$ cat config.mk
export PLATFORM = sky130hd
export DESIGN_NAME = pam_tx_upsampler
export DESIGN_NICKNAME = d
export VERILOG_FILES = /design/src/rtl/pam_tx_upsampler.sv
export SDC_FILE = /design/constraint.sdc
export NUM_CORES = 1
export LEC_CHECK = 0
export CELL_PAD_IN_SITES_DETAIL_PLACEMENT = 0
export CELL_PAD_IN_SITES_GLOBAL_PLACEMENT = 2
export CORE_ASPECT_RATIO = 0.75
export CORE_MARGIN = 5
export CORE_UTILIZATION = 31
export CTS_CLUSTER_SIZE = 14
export DETAILED_ROUTE_END_ITERATION = 8
export PLACE_DENSITY = 0.79
export SLEW_MARGIN = 40
export SYNTH_ARGS = -nofsm -noshare
export SYNTH_HDL_FRONTEND = slang
export SYNTH_SLANG_ARGS = --single-unit
export TNS_END_PERCENT = 10
$ cat constraint.sdc
create_clock -name clk -period 3.3 [get_ports clk]
set_clock_uncertainty 0.15 [all_clocks]
set_input_delay 0.495 -clock clk [delete_from_list [all_inputs] [get_ports clk]]
set_output_delay 0.495 -clock clk [all_outputs]
set_load 0.005 [all_outputs]
$ cat src/rtl/pam_tx_upsampler.sv
// rtl/pam_tx_upsampler.sv - PAM-4 Gray mapper with 2-entry symbol FIFO and zero-stuffing upsampler
module pam_tx_upsampler #(
  parameter int OWIDTH = 14,
  parameter int SPS    = 8,
  parameter int AMP    = 2048
) (
  input  logic                     clk,
  input  logic                     rst_n,
  input  logic [1:0]               bits_in,
  input  logic                     bits_valid,
  output logic                     bits_ready,
  output logic signed [OWIDTH-1:0] out,
  output logic                     sym_strobe,
  output logic                     underrun
);

  localparam int PW = $clog2(SPS);
  localparam logic [PW-1:0] LAST = PW'(SPS - 1);
  localparam logic signed [OWIDTH-1:0] AMP1 = OWIDTH'(AMP);
  localparam logic signed [OWIDTH-1:0] AMP3 = OWIDTH'(3 * AMP);

  typedef enum logic {IDLE, RUN} state_t;

  state_t                     state, state_nxt;
  logic [PW-1:0]              phase, phase_nxt;
  logic [1:0]                 mem [2];
  logic                       rd_ptr, wr_ptr;
  logic [1:0]                 count;
  logic                       slot, push, pop;
  logic signed [OWIDTH-1:0]   out_nxt;
  logic                       strobe_nxt, underrun_nxt;

  function automatic logic signed [OWIDTH-1:0] map_sym(input logic [1:0] s);
    case (s)
      2'b00:   map_sym = -AMP3;
      2'b01:   map_sym = -AMP1;
      2'b11:   map_sym = AMP1;
      default: map_sym = AMP3;
    endcase
  endfunction

  // Push is judged on the pre-pop count, so a full FIFO refuses even when a slot drains it.
  assign bits_ready = (count != 2'd2);
  assign push       = bits_valid && bits_ready;
  assign slot       = (phase == LAST);
  assign pop        = slot && (count != 2'd0);

  always_comb begin
    state_nxt    = state;
    phase_nxt    = phase;
    out_nxt      = '0;
    strobe_nxt   = 1'b0;
    underrun_nxt = 1'b0;
    if (slot) begin
      if (count != 2'd0) begin
        out_nxt    = map_sym(mem[rd_ptr]);
        strobe_nxt = 1'b1;
        phase_nxt  = '0;
        state_nxt  = RUN;
      end else begin
        underrun_nxt = (state == RUN);
        phase_nxt    = LAST;
        state_nxt    = IDLE;
      end
    end else begin
      phase_nxt = phase + 1'b1;
    end
  end

  always_ff @(posedge clk or negedge rst_n) begin
    if (!rst_n) begin
      state      <= IDLE;
      phase      <= LAST;
      out        <= '0;
      sym_strobe <= 1'b0;
      underrun   <= 1'b0;
      count      <= 2'd0;
      rd_ptr     <= 1'b0;
      wr_ptr     <= 1'b0;
    end else begin
      state      <= state_nxt;
      phase      <= phase_nxt;
      out        <= out_nxt;
      sym_strobe <= strobe_nxt;
      underrun   <= underrun_nxt;
      count      <= count + 2'(push) - 2'(pop);
      if (push) wr_ptr <= ~wr_ptr;
      if (pop)  rd_ptr <= ~rd_ptr;
    end
  end

  always_ff @(posedge clk) begin
    if (push) mem[wr_ptr] <= bits_in;
  end

endmodule

==> results of run 1 <==
[logic make-up (layout without fill, tap and decap cells)]
logic type	Yosys count	after routing	synth area share, %
AOI/OAI and AO/OA	7	7	7.44
buffers and inverters	14	16	13.2
adders and majority gates	3	3	5.08
DFF	16	16	57.4
other	1	11	0.507
xor gates and xnor gates	6	6	7.11
and+or+nand+nor	13	13	9.31
[metal layers]
layer / part of all wire (%) / vias up / track usage [%] / wire [um]
met1: 48 / 183 / 7.65 / 502
li1: - / 200 / - / -
met4: 1.8 / 0 / 3.04 / 19
met3: 7.3 / 2 / 4.08 / 76
met2: 42 / 16 / 9.56 / 439
met5: 0 / - / 0 / 0
[flip-flops by register name, indices dropped and copies added, names as in the netlist]
register / count
count: 2
mem: 4
out: 2
phase: 3
rd_ptr: 1
state: 1
sym_strobe: 1
underrun: 1
wr_ptr: 1
[report_power, final]
part | switching, mW | leakage, nW | internal, mW | total, mW
Clock | 0.0548 | 0.0150 | 0.0468 | 0.102
Combinational | 0.114 | 0.179 | 0.136 | 0.251
Sequential | 0.0530 | 0.182 | 0.297 | 0.350
[synth_stat cells (2+ instances only)]
library cell,number,area (um^2)
nor2_1,7,26.3
buf_4,12,90.1
ha_1,3,37.5
xnor2_1,5,43.8
edfxtp_1,4,120
dfstp_2,3,78.8
dfrtp_1,9,225
a211oi_1,2,15.0
[area by class of cell]
class	count	area [um^2]	area share, %
clock buffer	4	26.3	3.07
inverter	2	7.51	0.877
multi-input combinational	40	255	29.8
sequential	16	424	49.6
tap	34	42.5	4.97
timing repair buffer	10	100	11.7
[worst max path at each step]
stage	slack [ns]	start	to	cells past startpoint
floorplan	1.58	phase[0]	count[1]	7
global placement	1.42	bits_valid	count[1]	5
detailed placement	1.41	bits_valid	count[1]	5
CTS	1.20	count[0]	bits_ready	2
global route	1.12	count[0]	bits_ready	2
finish	1.23	count[0]	bits_ready	2
[critical path, stage by stage, from the launching register on]
cell             delay (ns)
dfrtp_1                0.45
nand2b_1               0.18
clkdlybuf4s50_1        0.52
[stage by stage]
| step | std cells | instance area, um^2 |
|---|---|---|
| floorplan | 70 | 777 |
| global placement | 102 | 830 |
| detailed placement | 102 | 830 |
| CTS | 106 | 856 |
| global route | 106 | 856 |
| finish | 106 | 856 |
==> flow_metrics.py, run 1 <==
metrics = {
    "status": {
        "status": "complete, no violations",
    },
    "clocking": {
        "clkTransAtPathRegs_ns": 0.09,
        "cts_resized": 0,
        "cts_root_buf": "clkbuf_4",
        "post_cts_buffers": 0,
        "htreeDepth": 1,
        "cts.sinks": 16,
        "ctsHoldBuffers": 0,
        "numCtsBuffers": 3,
        "clock_latency_ns": 0.27,
        "cts-root-to-sink-buffers": 2,
        "cts_tree": "yes",
    },
    "power_and_ir_drop": {
        "vdd_drop_max_mv": 0.302,
        "p_total_mw": 0.702,
        "power.leakage_nw": 0.376,
        "powerDensity_nw_per_um2": 821,
    },
    "global_routing": {
        "grt_max_degree": 13,
        "grt_pass1_wl_um": 1630,
        "grt_antenna_before_repair": 0,
        "grt_pass1_vias": 378,
        "grt-ovfl-total": 0,
        "grtUsageTotal_pct": 6.60,
    },
    "synth": {
        "synth.distinct_cells": 23,
        "avgSynthCellArea_um2": 12.3,
        "netlist_area_um2": 739,
        "async_flop_share_pct": 75.0,
        "synth.yosys.warnings": 0,
        "synth_enable_flop_cells": 4,
        "ys.flop_type": "dfrtp_1",
        "synth_cells": 60,
        "ys_seq_area_share_pct": 57.4,
        "synth_seq_cells": 16,
    },
    "min_path": {
        "min_to": "state",
        "min_from": "state",
        "whs_path_depth": 1,
        "hold_path.class": "register to register",
    },
    "setup_path": {
        "critical_path_class": "register to primary output",
        "reg2reg_from": "phase[0]",
        "cp_data_arrival_time_ns": 1.42,
        "crit_required_ns": 2.65,
        "end_kind": "primary output",
        "r2r-end": "count[1]",
        "setup.worst_path.start_class": "register",
        "r2r_cells": 7,
        "path_max_fanout": 6,
        "r2r_slack_ns": 1.43,
    },
    "floorplan": {
        "start_util_pct": 32.3,
        "rows": 15,
        "dieArea_um2": 3470,
        "die_h_um": 52.3,
        "num_io_pins": 22,
        "die_w_um": 66.4,
        "fp.coreArea_um2": 2290,
    },
    "cells_and_area": {
        "fill_cells": 242,
        "layout_common_cells": "conb_1 (11), clkdlybuf4s50_1 (10), dfrtp_1 (9), nor2_1 (7), xnor2_1 (5)",
        "final_layout_size_suffix_gt1_share_pct": 13.9,
        "n_antenna_cell": 0,
        "layout_commonest_cell": "conb_1",
        "nNetsFinal": 81,
        "fin_util_pct": 37.4,
        "area_growth_pct": 15.7,
    },
    "timing": {
        "timing.final.crit_share_pct": 62.6,
        "holdWs_ns": 0.333,
        "hold_viol": 0,
        "fmax_mhz": 484,
        "worst_slack_ns": 1.23,
        "tightest_slew_ns": 0.531,
        "rsz0062_at_grt": "no",
        "tns_ns": 0,
        "relSlewSlack_pct": 64.5,
        "finalCriticalPeriod_ns": 2.07,
        "setup_viol": 0,
        "maxSlewViolCount": 0,
    },
    "flow_run": {
        "max_cap_viol_count": 0,
    },
    "drt": {
        "dr.pass1.iters": 3,
        "wl_per_cell_um": 9.78,
        "vias_per_cell": 3.78,
        "route.detailed.drc": 0,
        "drt-initial-drc-count": 1,
        "wl_um": 1040,
        "vias": 401,
        "ant_nets": 0,
    },
    "placement": {
        "post-place-ws_ns": 1.41,
        "gp_congestion": 0.618,
        "port_buffers": 10,
        "dp_hpwl_um": 805,
    },
}
No activity file was read; power rests on OpenSTA's default activity.
==> inputs of run 2 (changes only) <==
CORE_UTILIZATION = 26   (was 31)
PLACE_DENSITY = 0.71   (was 0.79)
clock period = 1.7 ns   (was 3.3 ns; I/O delays follow)
==> run 2 against run 1 <==
  * Non-clock buffer count is 5 higher
  * Via count is 5.0% higher
  * Power is 130% higher
  * Register-to-register slack worse by 1.4 ns
  * Global-route usage is 0.80 points lower
  * Setup slack worse by 1.2 ns
  * Worst hold slack worse by 0.12 ns
  * Core utilization is 1.8 points lower
  * Largest cell class unchanged
  * Count of clock-buffer cells in the layout stayed put
  * Die area is 16% higher
  * Flip-flop and latch count stayed put
==> flow_metrics.py, run 2 (synthesis results as in run 1) <==
metrics = {
    "status": {
        "status": "complete, no violations",
    },
    "floorplan": {
        "rows": 16,
        "fp.coreArea_um2": 2660,
        "die_w_um": 71.6,
        "num_io_pins": 22,
        "start_util_pct": 27.8,
        "die_h_um": 56.2,
        "dieArea_um2": 4020,
    },
    "timing": {
        "setup_viol": 0,
        "tns_ns": 0,
        "relSlewSlack_pct": 64.5,
        "tightest_slew_ns": 0.531,
        "holdWs_ns": 0.210,
        "finalCriticalPeriod_ns": 1.64,
        "hold_viol": 0,
        "fmax_mhz": 610,
        "maxSlewViolCount": 0,
        "rsz0062_at_grt": "no",
        "timing.final.crit_share_pct": 96.4,
    },
    "global_routing": {
        "grtUsageTotal_pct": 5.80,
        "grt-ovfl-total": 0,
        "grt_max_degree": 13,
        "grt_pass1_wl_um": 1800,
        "grt_use_met2_pct": 8.77,
        "use_met3_pct": 2.71,
        "grt_most_used_layer": "met2",
        "grt_antenna_before_repair": 0,
        "grtUsageMet1_pct": 6.70,
        "grt_pass1_vias": 404,
    },
    "drt": {
        "vias": 421,
        "drt-initial-drc-count": 25,
        "ant_nets": 0,
        "dr.pass1.iters": 2,
        "wl_um": 1110,
        "wl_per_cell_um": 9.81,
        "route.detailed.drc": 0,
        "vias_per_cell": 3.73,
    },
    "setup_path": {
        "crit_required_ns": 1.68,
        "crit_chain": "ha_2, ha_4, o21ai_2, inv_2, xnor2_1, ha_1, xnor2_1",
        "r2r-end": "count[1]",
        "critical_path_class": "register to register",
        "r2r_slack_ns": 0.06,
        "end_kind": "register",
        "slowest_stage": "dfstp_2",
        "setup.worst_path.start_class": "register",
        "worstSetupEndpoint": "count[1]",
        "startpoint": "phase[0]",
        "cp_data_arrival_time_ns": 1.62,
        "r2r_cells": 7,
        "timing.critical_path.mode_cell": "xnor2_1",
        "path_max_fanout": 4,
        "slowest_delay_ns": 0.53,
        "reg2reg_from": "phase[0]",
    },
    "power_and_ir_drop": {
        "power.leakage_nw": 0.418,
        "vdd_drop_max_mv": 0.422,
        "powerDensity_nw_per_um2": 1720,
    },
    "cells_and_area": {
        "nNetsFinal": 86,
        "top_register": "mem",
        "n_antenna_cell": 0,
        "layout_commonest_cell": "conb_1",
        "largest_reg_flops": 4,
        "final_layout_size_suffix_gt1_share_pct": 24.7,
        "top_regs": "mem: 4 flops, phase: 3 flops",
        "area_growth_pct": 28.1,
        "layout_common_cells": "conb_1 (11), clkdlybuf4s50_1 (10), dfrtp_1 (9), nor2_1 (7)",
    },
    "placement": {
        "dp_hpwl_um": 854,
        "port_buffers": 10,
        "gp_congestion": 0.709,
    },
    "clocking": {
        "clkTransAtPathRegs_ns": 0.06,
        "cts_root_buf": "clkbuf_8",
        "ctsHoldBuffers": 0,
        "cts.sinks": 16,
        "numCtsBuffers": 3,
        "cts-root-to-sink-buffers": 2,
        "clock_latency_ns": 0.24,
        "cts_tree": "yes",
        "htreeDepth": 1,
    },
    "flow_run": {
        "max_cap_viol_count": 0,
    },
    "min_path": {
        "hold_path.class": "primary input to asynchronous set/reset pin",
    },
}
[run 2: changes by cell type in the layout (fill, tap and decap cells not counted), sizes merged]
cell and change:
buf +5
[run 2: worst min-delay path by stage]
stage / from / to / slack [ns] / cells past startpoint
3_3_place_gp: state / state / 0.31 / 1
2_1_floorplan: rst_n / count[0] / -0.19 / 0
5_1_grt: rst_n / state / 0.27 / 1
4_1_cts: rst_n / state / 0.23 / 1
3_5_place_dp: state / state / 0.31 / 1
6_report: rst_n / count[0] / 0.21 / 1
[run 2: routing by layer]
| layer | vias to the layer above | part of all wire (%) |
|---|---|---|
| met1 | 195 | 44 |
| met5 | - | 0 |
| met4 | 0 | 1.7 |
| li1 | 208 | - |
| met3 | 2 | 8.5 |
| met2 | 16 | 46 |
[run 2: repair_timing]
action,4_1_cts,5_1_grt
endpoints found under the hold margin,0,0
pin swaps,0,0
buffers inserted,2,0
resized for setup,1,2
setup endpoints to repair,2,2
[run 2: layout make-up]
cell class,instances,area [um^2]
Tap cell,36,45.0
Inverter,2,7.51
Clock buffer,4,55.1
Sequential cell,16,424
Multi-Input combinational cell,40,278
Timing Repair Buffer,15,138
Fill cell,260,1720
[run 2: through the flow]
step / setup slack [ns] / util (%) / cell area [um^2] / instances / power (mW)
2_1_floorplan: 0.0124 / - / 779 / 70 / 1.04
3_3_place_gp: 0.00838 / 32.2 / 857 / 107 / 1.21
3_5_place_dp: 0.0194 / 32.2 / 857 / 107 / 1.23
4_1_cts: 0.0309 / 35.2 / 937 / 113 / 1.62
5_1_grt: 0.00475 / 35.6 / 947 / 113 / 1.74
6_report: 0.0615 / 35.6 / 947 / 113 / 1.63
[run 2: critical path, delay by kind of cell, from the launching register on]
family	cells	cell delay [ns]
flip-flops	1	0.53
adder cells (fa/ha/maj)	3	0.52
AO/OA/AOI/OAI	1	0.06
buffers and inverters	1	0.06
XOR/XNOR	2	0.20
[run 2: power breakdown]
group,switching [mW],total (mW),internal (mW)
clock network,0.121,0.326,0.205
registers,0.0888,0.668,0.579
logic,0.275,0.638,0.363
